[src/rtl/seven_seg_mode_ctrl_if.sv]
// rtl/seven_seg_mode_ctrl_if.sv - button, camera-value and display-select signals of the mode sequencer
interface seven_seg_mode_ctrl_if;
  logic       btnNext;
  logic [3:0] isoValue;
  logic [3:0] shutterSpeedValue;
  logic [3:0] focalLenghtValue;
  logic [2:0] brightnessIndicatorValue;
  logic [1:0] selectInput;
  logic       overrideActive;

  // Drives the button and camera values, observes the display select
  modport master (
    output btnNext, isoValue, shutterSpeedValue, focalLenghtValue, brightnessIndicatorValue,
    input  selectInput, overrideActive
  );

  // The sequencer itself
  modport slave (
    input  btnNext, isoValue, shutterSpeedValue, focalLenghtValue, brightnessIndicatorValue,
    output selectInput, overrideActive
  );
endinterface

[src/rtl/seven_seg_mode_ctrl.sv]
// rtl/seven_seg_mode_ctrl.sv - display-mode sequencer driving the seven_seg parameter select
module seven_seg_mode_ctrl #(
  parameter int unsigned DEBOUNCE_CYCLES = 50000,
  parameter int unsigned HOLD_CYCLES     = 100000000,
  parameter int unsigned CNT_W           = 27
) (
  input logic                  clk,
  input logic                  rstn,
  seven_seg_mode_ctrl_if.slave bus
);

  typedef enum logic {
    ST_USER     = 1'b0,
    ST_OVERRIDE = 1'b1
  } state_t;

  localparam logic [CNT_W-1:0] DEB_LAST  = CNT_W'(DEBOUNCE_CYCLES - 1);
  localparam logic [CNT_W-1:0] HOLD_LAST = CNT_W'(HOLD_CYCLES - 1);

  logic             r_sync1, r_sync2;
  logic             r_deb_level, r_deb_level_d, r_next_pulse;
  logic [CNT_W-1:0] r_deb_cnt;

  logic [3:0]       r_iso_q, r_shut_q, r_focal_q;
  logic [2:0]       r_bright_q;
  logic             r_primed;
  logic             w_chg;
  logic [1:0]       w_chg_idx;

  state_t           r_state, w_state_nxt;
  logic [1:0]       r_user_sel, w_user_sel_nxt;
  logic [1:0]       r_ov_sel, w_ov_sel_nxt;
  logic [CNT_W-1:0] r_hold_cnt, w_hold_cnt_nxt;
  logic [1:0]       r_select, w_select_nxt;
  logic             r_override;

  // Bring the asynchronous button into the clock domain
  always_ff @(posedge clk or negedge rstn) begin
    if (!rstn) begin
      r_sync1 <= 1'b0;
      r_sync2 <= 1'b0;
    end else begin
      r_sync1 <= bus.btnNext;
      r_sync2 <= r_sync1;
    end
  end

  // Accept a new button level only after it has differed for DEBOUNCE_CYCLES samples
  always_ff @(posedge clk or negedge rstn) begin
    if (!rstn) begin
      r_deb_cnt   <= '0;
      r_deb_level <= 1'b0;
    end else if (r_sync2 == r_deb_level) begin
      r_deb_cnt <= '0;
    end else if (r_deb_cnt == DEB_LAST) begin
      r_deb_level <= r_sync2;
      r_deb_cnt   <= '0;
    end else begin
      r_deb_cnt <= r_deb_cnt + 1'b1;
    end
  end

  // One-cycle step request on each debounced press; releases are ignored
  always_ff @(posedge clk or negedge rstn) begin
    if (!rstn) begin
      r_deb_level_d <= 1'b0;
      r_next_pulse  <= 1'b0;
    end else begin
      r_deb_level_d <= r_deb_level;
      r_next_pulse  <= r_deb_level & ~r_deb_level_d;
    end
  end

  // Last-cycle copies of the camera values; the first cycle after reset only primes them
  always_ff @(posedge clk or negedge rstn) begin
    if (!rstn) begin
      r_iso_q    <= '0;
      r_shut_q   <= '0;
      r_focal_q  <= '0;
      r_bright_q <= '0;
      r_primed   <= 1'b0;
    end else begin
      r_iso_q    <= bus.isoValue;
      r_shut_q   <= bus.shutterSpeedValue;
      r_focal_q  <= bus.focalLenghtValue;
      r_bright_q <= bus.brightnessIndicatorValue;
      r_primed   <= 1'b1;
    end
  end

  // Flag a value change, lowest parameter index winning when several move together
  always_comb begin
    w_chg     = 1'b0;
    w_chg_idx = 2'd0;
    if (r_primed) begin
      if (bus.isoValue != r_iso_q) begin
        w_chg     = 1'b1;
        w_chg_idx = 2'd0;
      end else if (bus.shutterSpeedValue != r_shut_q) begin
        w_chg     = 1'b1;
        w_chg_idx = 2'd1;
      end else if (bus.focalLenghtValue != r_focal_q) begin
        w_chg     = 1'b1;
        w_chg_idx = 2'd2;
      end else if (bus.brightnessIndicatorValue != r_bright_q) begin
        w_chg     = 1'b1;
        w_chg_idx = 2'd3;
      end
    end
  end

  // Next-state logic: user stepping, override entry, retrigger, cancel and expiry
  always_comb begin
    w_state_nxt    = r_state;
    w_user_sel_nxt = r_user_sel;
    w_ov_sel_nxt   = r_ov_sel;
    w_hold_cnt_nxt = r_hold_cnt;
    case (r_state)
      ST_USER: begin
        if (r_next_pulse) begin
          w_user_sel_nxt = r_user_sel + 2'd1;
        end
        if (w_chg) begin
          w_state_nxt    = ST_OVERRIDE;
          w_ov_sel_nxt   = w_chg_idx;
          w_hold_cnt_nxt = HOLD_LAST;
        end
      end
      ST_OVERRIDE: begin
        if (r_next_pulse) begin
          w_state_nxt = ST_USER;
        end else if (w_chg) begin
          w_ov_sel_nxt   = w_chg_idx;
          w_hold_cnt_nxt = HOLD_LAST;
        end else if (r_hold_cnt == '0) begin
          w_state_nxt = ST_USER;
        end else begin
          w_hold_cnt_nxt = r_hold_cnt - 1'b1;
        end
      end
      default: begin
        w_state_nxt = ST_USER;
      end
    endcase
    w_select_nxt = (w_state_nxt == ST_OVERRIDE) ? w_ov_sel_nxt : w_user_sel_nxt;
  end

  // State and registered outputs move on the same edge
  always_ff @(posedge clk or negedge rstn) begin
    if (!rstn) begin
      r_state    <= ST_USER;
      r_user_sel <= 2'd0;
      r_ov_sel   <= 2'd0;
      r_hold_cnt <= '0;
      r_select   <= 2'd0;
      r_override <= 1'b0;
    end else begin
      r_state    <= w_state_nxt;
      r_user_sel <= w_user_sel_nxt;
      r_ov_sel   <= w_ov_sel_nxt;
      r_hold_cnt <= w_hold_cnt_nxt;
      r_select   <= w_select_nxt;
      r_override <= (w_state_nxt == ST_OVERRIDE);
    end
  end

  assign bus.selectInput    = r_select;
  assign bus.overrideActive = r_override;

endmodule

[src/flat_wrapper.sv]
// flat-port wrapper written by rule: the top's interface ports become plain ports
module seven_seg_mode_ctrl_flat 
#(
  parameter int unsigned DEBOUNCE_CYCLES = 50000,
  parameter int unsigned HOLD_CYCLES     = 100000000,
  parameter int unsigned CNT_W           = 27
)
  (clk, rstn, bus_btnNext, bus_isoValue, bus_shutterSpeedValue, bus_focalLenghtValue, bus_brightnessIndicatorValue, bus_selectInput, bus_overrideActive);
  seven_seg_mode_ctrl_if bus_i ();
  input logic clk;
  input logic rstn;
  input wire logic [$bits(bus_i.btnNext)-1:0] bus_btnNext;
  input wire logic [$bits(bus_i.isoValue)-1:0] bus_isoValue;
  input wire logic [$bits(bus_i.shutterSpeedValue)-1:0] bus_shutterSpeedValue;
  input wire logic [$bits(bus_i.focalLenghtValue)-1:0] bus_focalLenghtValue;
  input wire logic [$bits(bus_i.brightnessIndicatorValue)-1:0] bus_brightnessIndicatorValue;
  output wire logic [$bits(bus_i.selectInput)-1:0] bus_selectInput;
  output wire logic [$bits(bus_i.overrideActive)-1:0] bus_overrideActive;
  assign bus_i.btnNext = bus_btnNext;
  assign bus_i.isoValue = bus_isoValue;
  assign bus_i.shutterSpeedValue = bus_shutterSpeedValue;
  assign bus_i.focalLenghtValue = bus_focalLenghtValue;
  assign bus_i.brightnessIndicatorValue = bus_brightnessIndicatorValue;
  assign bus_selectInput = bus_i.selectInput;
  assign bus_overrideActive = bus_i.overrideActive;
  seven_seg_mode_ctrl #(.DEBOUNCE_CYCLES(DEBOUNCE_CYCLES), .HOLD_CYCLES(HOLD_CYCLES), .CNT_W(CNT_W)) u_core (.clk(clk), .rstn(rstn), .bus(bus_i));
endmodule
[config.mk]
export PLATFORM = sky130hd
export DESIGN_NAME = seven_seg_mode_ctrl_flat
export DESIGN_NICKNAME = d
export VERILOG_FILES = /design/src/rtl/seven_seg_mode_ctrl_if.sv /design/src/rtl/seven_seg_mode_ctrl.sv /design/src/flat_wrapper.sv
export SDC_FILE = /design/constraint.sdc
export NUM_CORES = 1
export LEC_CHECK = 0
export CAP_MARGIN = 20
export CELL_PAD_IN_SITES_DETAIL_PLACEMENT = 1
export CELL_PAD_IN_SITES_GLOBAL_PLACEMENT = 1
export CORE_UTILIZATION = 40
export CTS_CLUSTER_DIAMETER = 60
export CTS_CLUSTER_SIZE = 16
export DETAILED_ROUTE_END_ITERATION = 7
export DONT_BUFFER_PORTS = 1
export GPL_TIMING_DRIVEN = 0
export PLACE_DENSITY_LB_ADDON = 0.2
export SLEW_MARGIN = 20
export SYNTH_ARGS = -nofsm -noshare
export SYNTH_HDL_FRONTEND = slang
export SYNTH_SLANG_ARGS = --single-unit
export TNS_END_PERCENT = 1
[constraint.sdc]
create_clock -name clk -period 2.3 [get_ports clk]
set_input_delay 0.345 -clock clk [delete_from_list [all_inputs] [get_ports clk]]
set_output_delay 0.345 -clock clk [all_outputs]
set_load 0.05 [all_outputs]
==> reports/qor.yml <==
core-area_um2: 9415
tritoncts: "built"
maxCapViolCount: 0
first_pass_iters: 6
root_buffer: "clkbuf_8"
clk-insertion-delay-late_ns: 0.37
reg2regPathDepth: 7
ys_seq_area_frac: 0.5200
antenna_found_initial: 0
finalSetupViolCount: 25
grt_use_met2: 0.3511
top_usage_layer: "met2"
initial_core_util: 0.4191
drc: 0
power.density_nw_per_um2: 568.8
max_freq_ghz: 0.3917
antenna_left: 0
crit_required_ns: 2.54
fin_crit_ns: 2.553
layout.nets: 448
hold_path.class: "reg -> reg"
drive_gt1_frac: 0.2009
period_share: 1.110
grt_pass1_wl_mm: 16.08
cp.arrival_ns: 2.79
finalMaxSlewViolations: 0
row_count: 35
status: "finished, violations left"
synth_edf_count: 0
clk_pin_slew_ns: 0.09
use_met1: 0.2634
r2r_end: "u_core.r_hold_cnt[5]$_DFFE_PN0P_"
p_leak_uw: 0.001792
fin_ws_ns: -0.2529
grt.total_usage: 0.2039
cp-start-kind: "flip-flop"
r2r_slack_ns: -0.25
gp_congestion: 0.7623
async_flop_share: 1.000
fin_area_um2: 4800
crit_path_end: "u_core.r_hold_cnt[5]$_DFFE_PN0P_"
yosysUniqueCellTypes: 51
die_w_um: 101.3
place_area_um2: 4115
wl_per_cell_um: 16.70
cts_sinks: 82
whs_path_depth: 0
cts_buffers: 9
drtIter0Drc: 120
grt_overflow: 0
diodes: 0
critical_path_class: "reg -> reg"
ys_ff_latch: 82
grt.met3_usage: 0.03520
yosys_warnings: 0
port_buffers: 0
dpl_worst_slack_ns: -0.4827
totalWireLength_mm: 9.386
crit_path_start: "u_core.r_hold_cnt[1]$_DFFE_PN0P_"
hp-start: "u_core.r_sync1$_DFF_PN0_"
worstReg2RegStart: "u_core.r_hold_cnt[1]$_DFFE_PN0P_"
postSynthCellCount: 387
grt_pass1_vias: 3248
irDropWorstVdd_mv: 0.2418
vias_per_cell: 5.413
finalHoldViolCount: 0
failed_checks: "setup timing"
end_kind: "flip-flop"
fin_skew_ns: 0.01419
grt_max_degree: 83
n_fill_cell: 1035
ioPinCount: 21
syn_to_final_growth_pct: 21.62
synthFlopType: "dfrtp_1"
worstMarginPinSlew_ns: 0.8939
cts_buffer_depth: 2
max_slew_margin: 0.3962
rsz0062_at_grt: "true"
place_hpwl_mm: 5.965
die_h_um: 101.3
h-tree-depth: 3
syn_nets: 407
synthesis.area_um2: 3946
avgSynthCellArea_um2: 10.20
vias: 3042
die_area_um2: 10270
cp_max_fo: 6
logic make-up (layout without fill, tap and decap cells):
family	Yosys count	in the layout	share of synthesized area
AOI/OAI and AO/OA	55	55	0.1005
xor gates and xnor gates	43	43	0.09543
adders and majority gates	2	2	0.006340
buffers and inverters	30	76	0.03424
DFF	82	82	0.5200
muxes	1	1	0.002853
other	1	1	0.0009503
and+or+nand+nor	173	173	0.2397
through the flow:
stage | TNS, ns | instances | hold slack (ns) | total power, uW | util
floorplan | -0.2480 | 387 | 0.04941 | 1593 | -
global placement | -18.47 | 516 | 0.05227 | 1612 | 0.4371
detailed placement | -19.72 | 516 | 0.05297 | 1617 | 0.4371
CTS | -5.170 | 556 | 0.3809 | 2763 | 0.4986
global route | -6.772 | 562 | 0.3997 | 2856 | 0.5098
finish | -3.927 | 562 | 0.3781 | 2730 | 0.5098
worst min-delay path by stage:
stage                                                     end  slack (ns)
final                                u_core.r_sync2$_DFF_PN0_        0.38
after global routing                 u_core.r_sync2$_DFF_PN0_        0.40
after CTS                            u_core.r_sync2$_DFF_PN0_        0.38
after detailed placement    u_core.r_hold_cnt[16]$_DFFE_PN0P_        0.05
after global placement      u_core.r_hold_cnt[14]$_DFFE_PN0P_        0.05
after floorplan           u_core.bus.selectInput[0]$_DFF_PN0_        0.05
Yosys cell counts, types with 4 or more instances:
library cell  number  share of area
nand2_1           15          0.014
xor2_1            17          0.038
o31ai_1           15          0.029
or4_1             15          0.029
nand3_1           21          0.027
and3_1             4         0.0063
dfrtp_1           82           0.52
a21oi_1           14          0.018
inv_1             13          0.012
nor2_1            47          0.045
buf_2              6         0.0076
or2_2             11          0.017
o41ai_1            5          0.011
or3_1              9          0.014
nor3_1            13          0.016
xnor2_1           26          0.058
nand4_1            5         0.0079
nor4_1            13          0.021
clkbuf_1           9         0.0086
worst max-delay path: stages (launching register included):
cell and delay (ns):
dfrtp_1 0.41, inv_2 0.08, ha_4 0.13, or4b_4 0.49, or4_4 0.57, o31a_1 0.38, o32ai_1 0.30, a31oi_1 0.07
flip-flops by register name, summed over array words and instances (netlist names):
| signal | cells |
|---|---|
| u_core.r_user_sel | 2 |
| u_core.r_ov_sel | 2 |
| u_core.r_shut_q | 4 |
| u_core.r_deb_cnt | 27 |
| u_core.r_deb_level | 1 |
| u_core.r_bright_q | 3 |
| u_core.r_sync1 | 1 |
| u_core.r_deb_level_d | 1 |
| u_core.r_hold_cnt | 27 |
| u_core.r_sync2 | 1 |
| u_core.r_focal_q | 4 |
| u_core.r_primed | 1 |
| u_core.bus.selectInput | 2 |
| u_core.r_state | 1 |
| u_core.r_next_pulse | 1 |
| u_core.r_iso_q | 4 |
per-layer routing:
| layer | wire (um) | vias up | share of wire |
|---|---|---|---|
| met3 | 176 | 10 | 0.019 |
| met4 | 109 | 0 | 0.012 |
| li1 | - | 1475 | - |
| met2 | 4719 | 28 | 0.50 |
| met5 | 0 | - | 0 |
| met1 | 4381 | 1529 | 0.47 |
area by class of cell:
type	count	area (um2)	area share
clock inverter	7	68.82	0.01434
multi-input combinational	275	1887	0.3931
inverter	13	48.80	0.01017
sequential	82	2056	0.4283
clock buffer	9	123.9	0.02581
timing repair buffer	30	320.3	0.06674
buffer	17	133.9	0.02789
tap	129	161.4	0.03363
repair_timing:
item | in CTS | in global routing
hold buffers | 18 | 0
cloned | 1 | 0
pin swaps | 11 | 4
endpoints found under the setup margin | 58 | 50
endpoints found under the hold margin | 98 | 0
gates resized for setup | 32 | 20
buffers inserted | 5 | 6
report_power, final:
group          internal [uW]  switching, uW
Sequential              1470           28.8
Clock                    426            628
Combinational           77.1           99.7
Total                   1970            756
cell usage in the layout (no fill, tap or decap), types with 3 or more instances in the layout:
cell	Yosys	layout
dfrtp_1	82	79
nor2_1	47	46
xnor2_1	26	26
nand3_1	21	21
xor2_1	17	17
dlygate4sd3_1	0	17
nand2_1	15	14
a21oi_1	14	13
or4_1	15	13
buf_4	0	13
o31ai_1	15	12
nor3_1	13	11
or2_2	11	11
inv_1	13	11
or3_1	9	9
clkbuf_8	0	9
nor4_1	13	8
nand4_1	5	5
o41ai_1	5	5
nor4_2	1	4
and3_1	4	4
inv_8	0	4
or4_4	1	3
nor2b_1	3	3
clkbuf_2	0	3
buf_8	0	3
clkbuf_1	9	3
or4b_2	3	3
o31ai_2	0	3
dfrtp_2	0	3
Power figures use the tool's default switching activity.
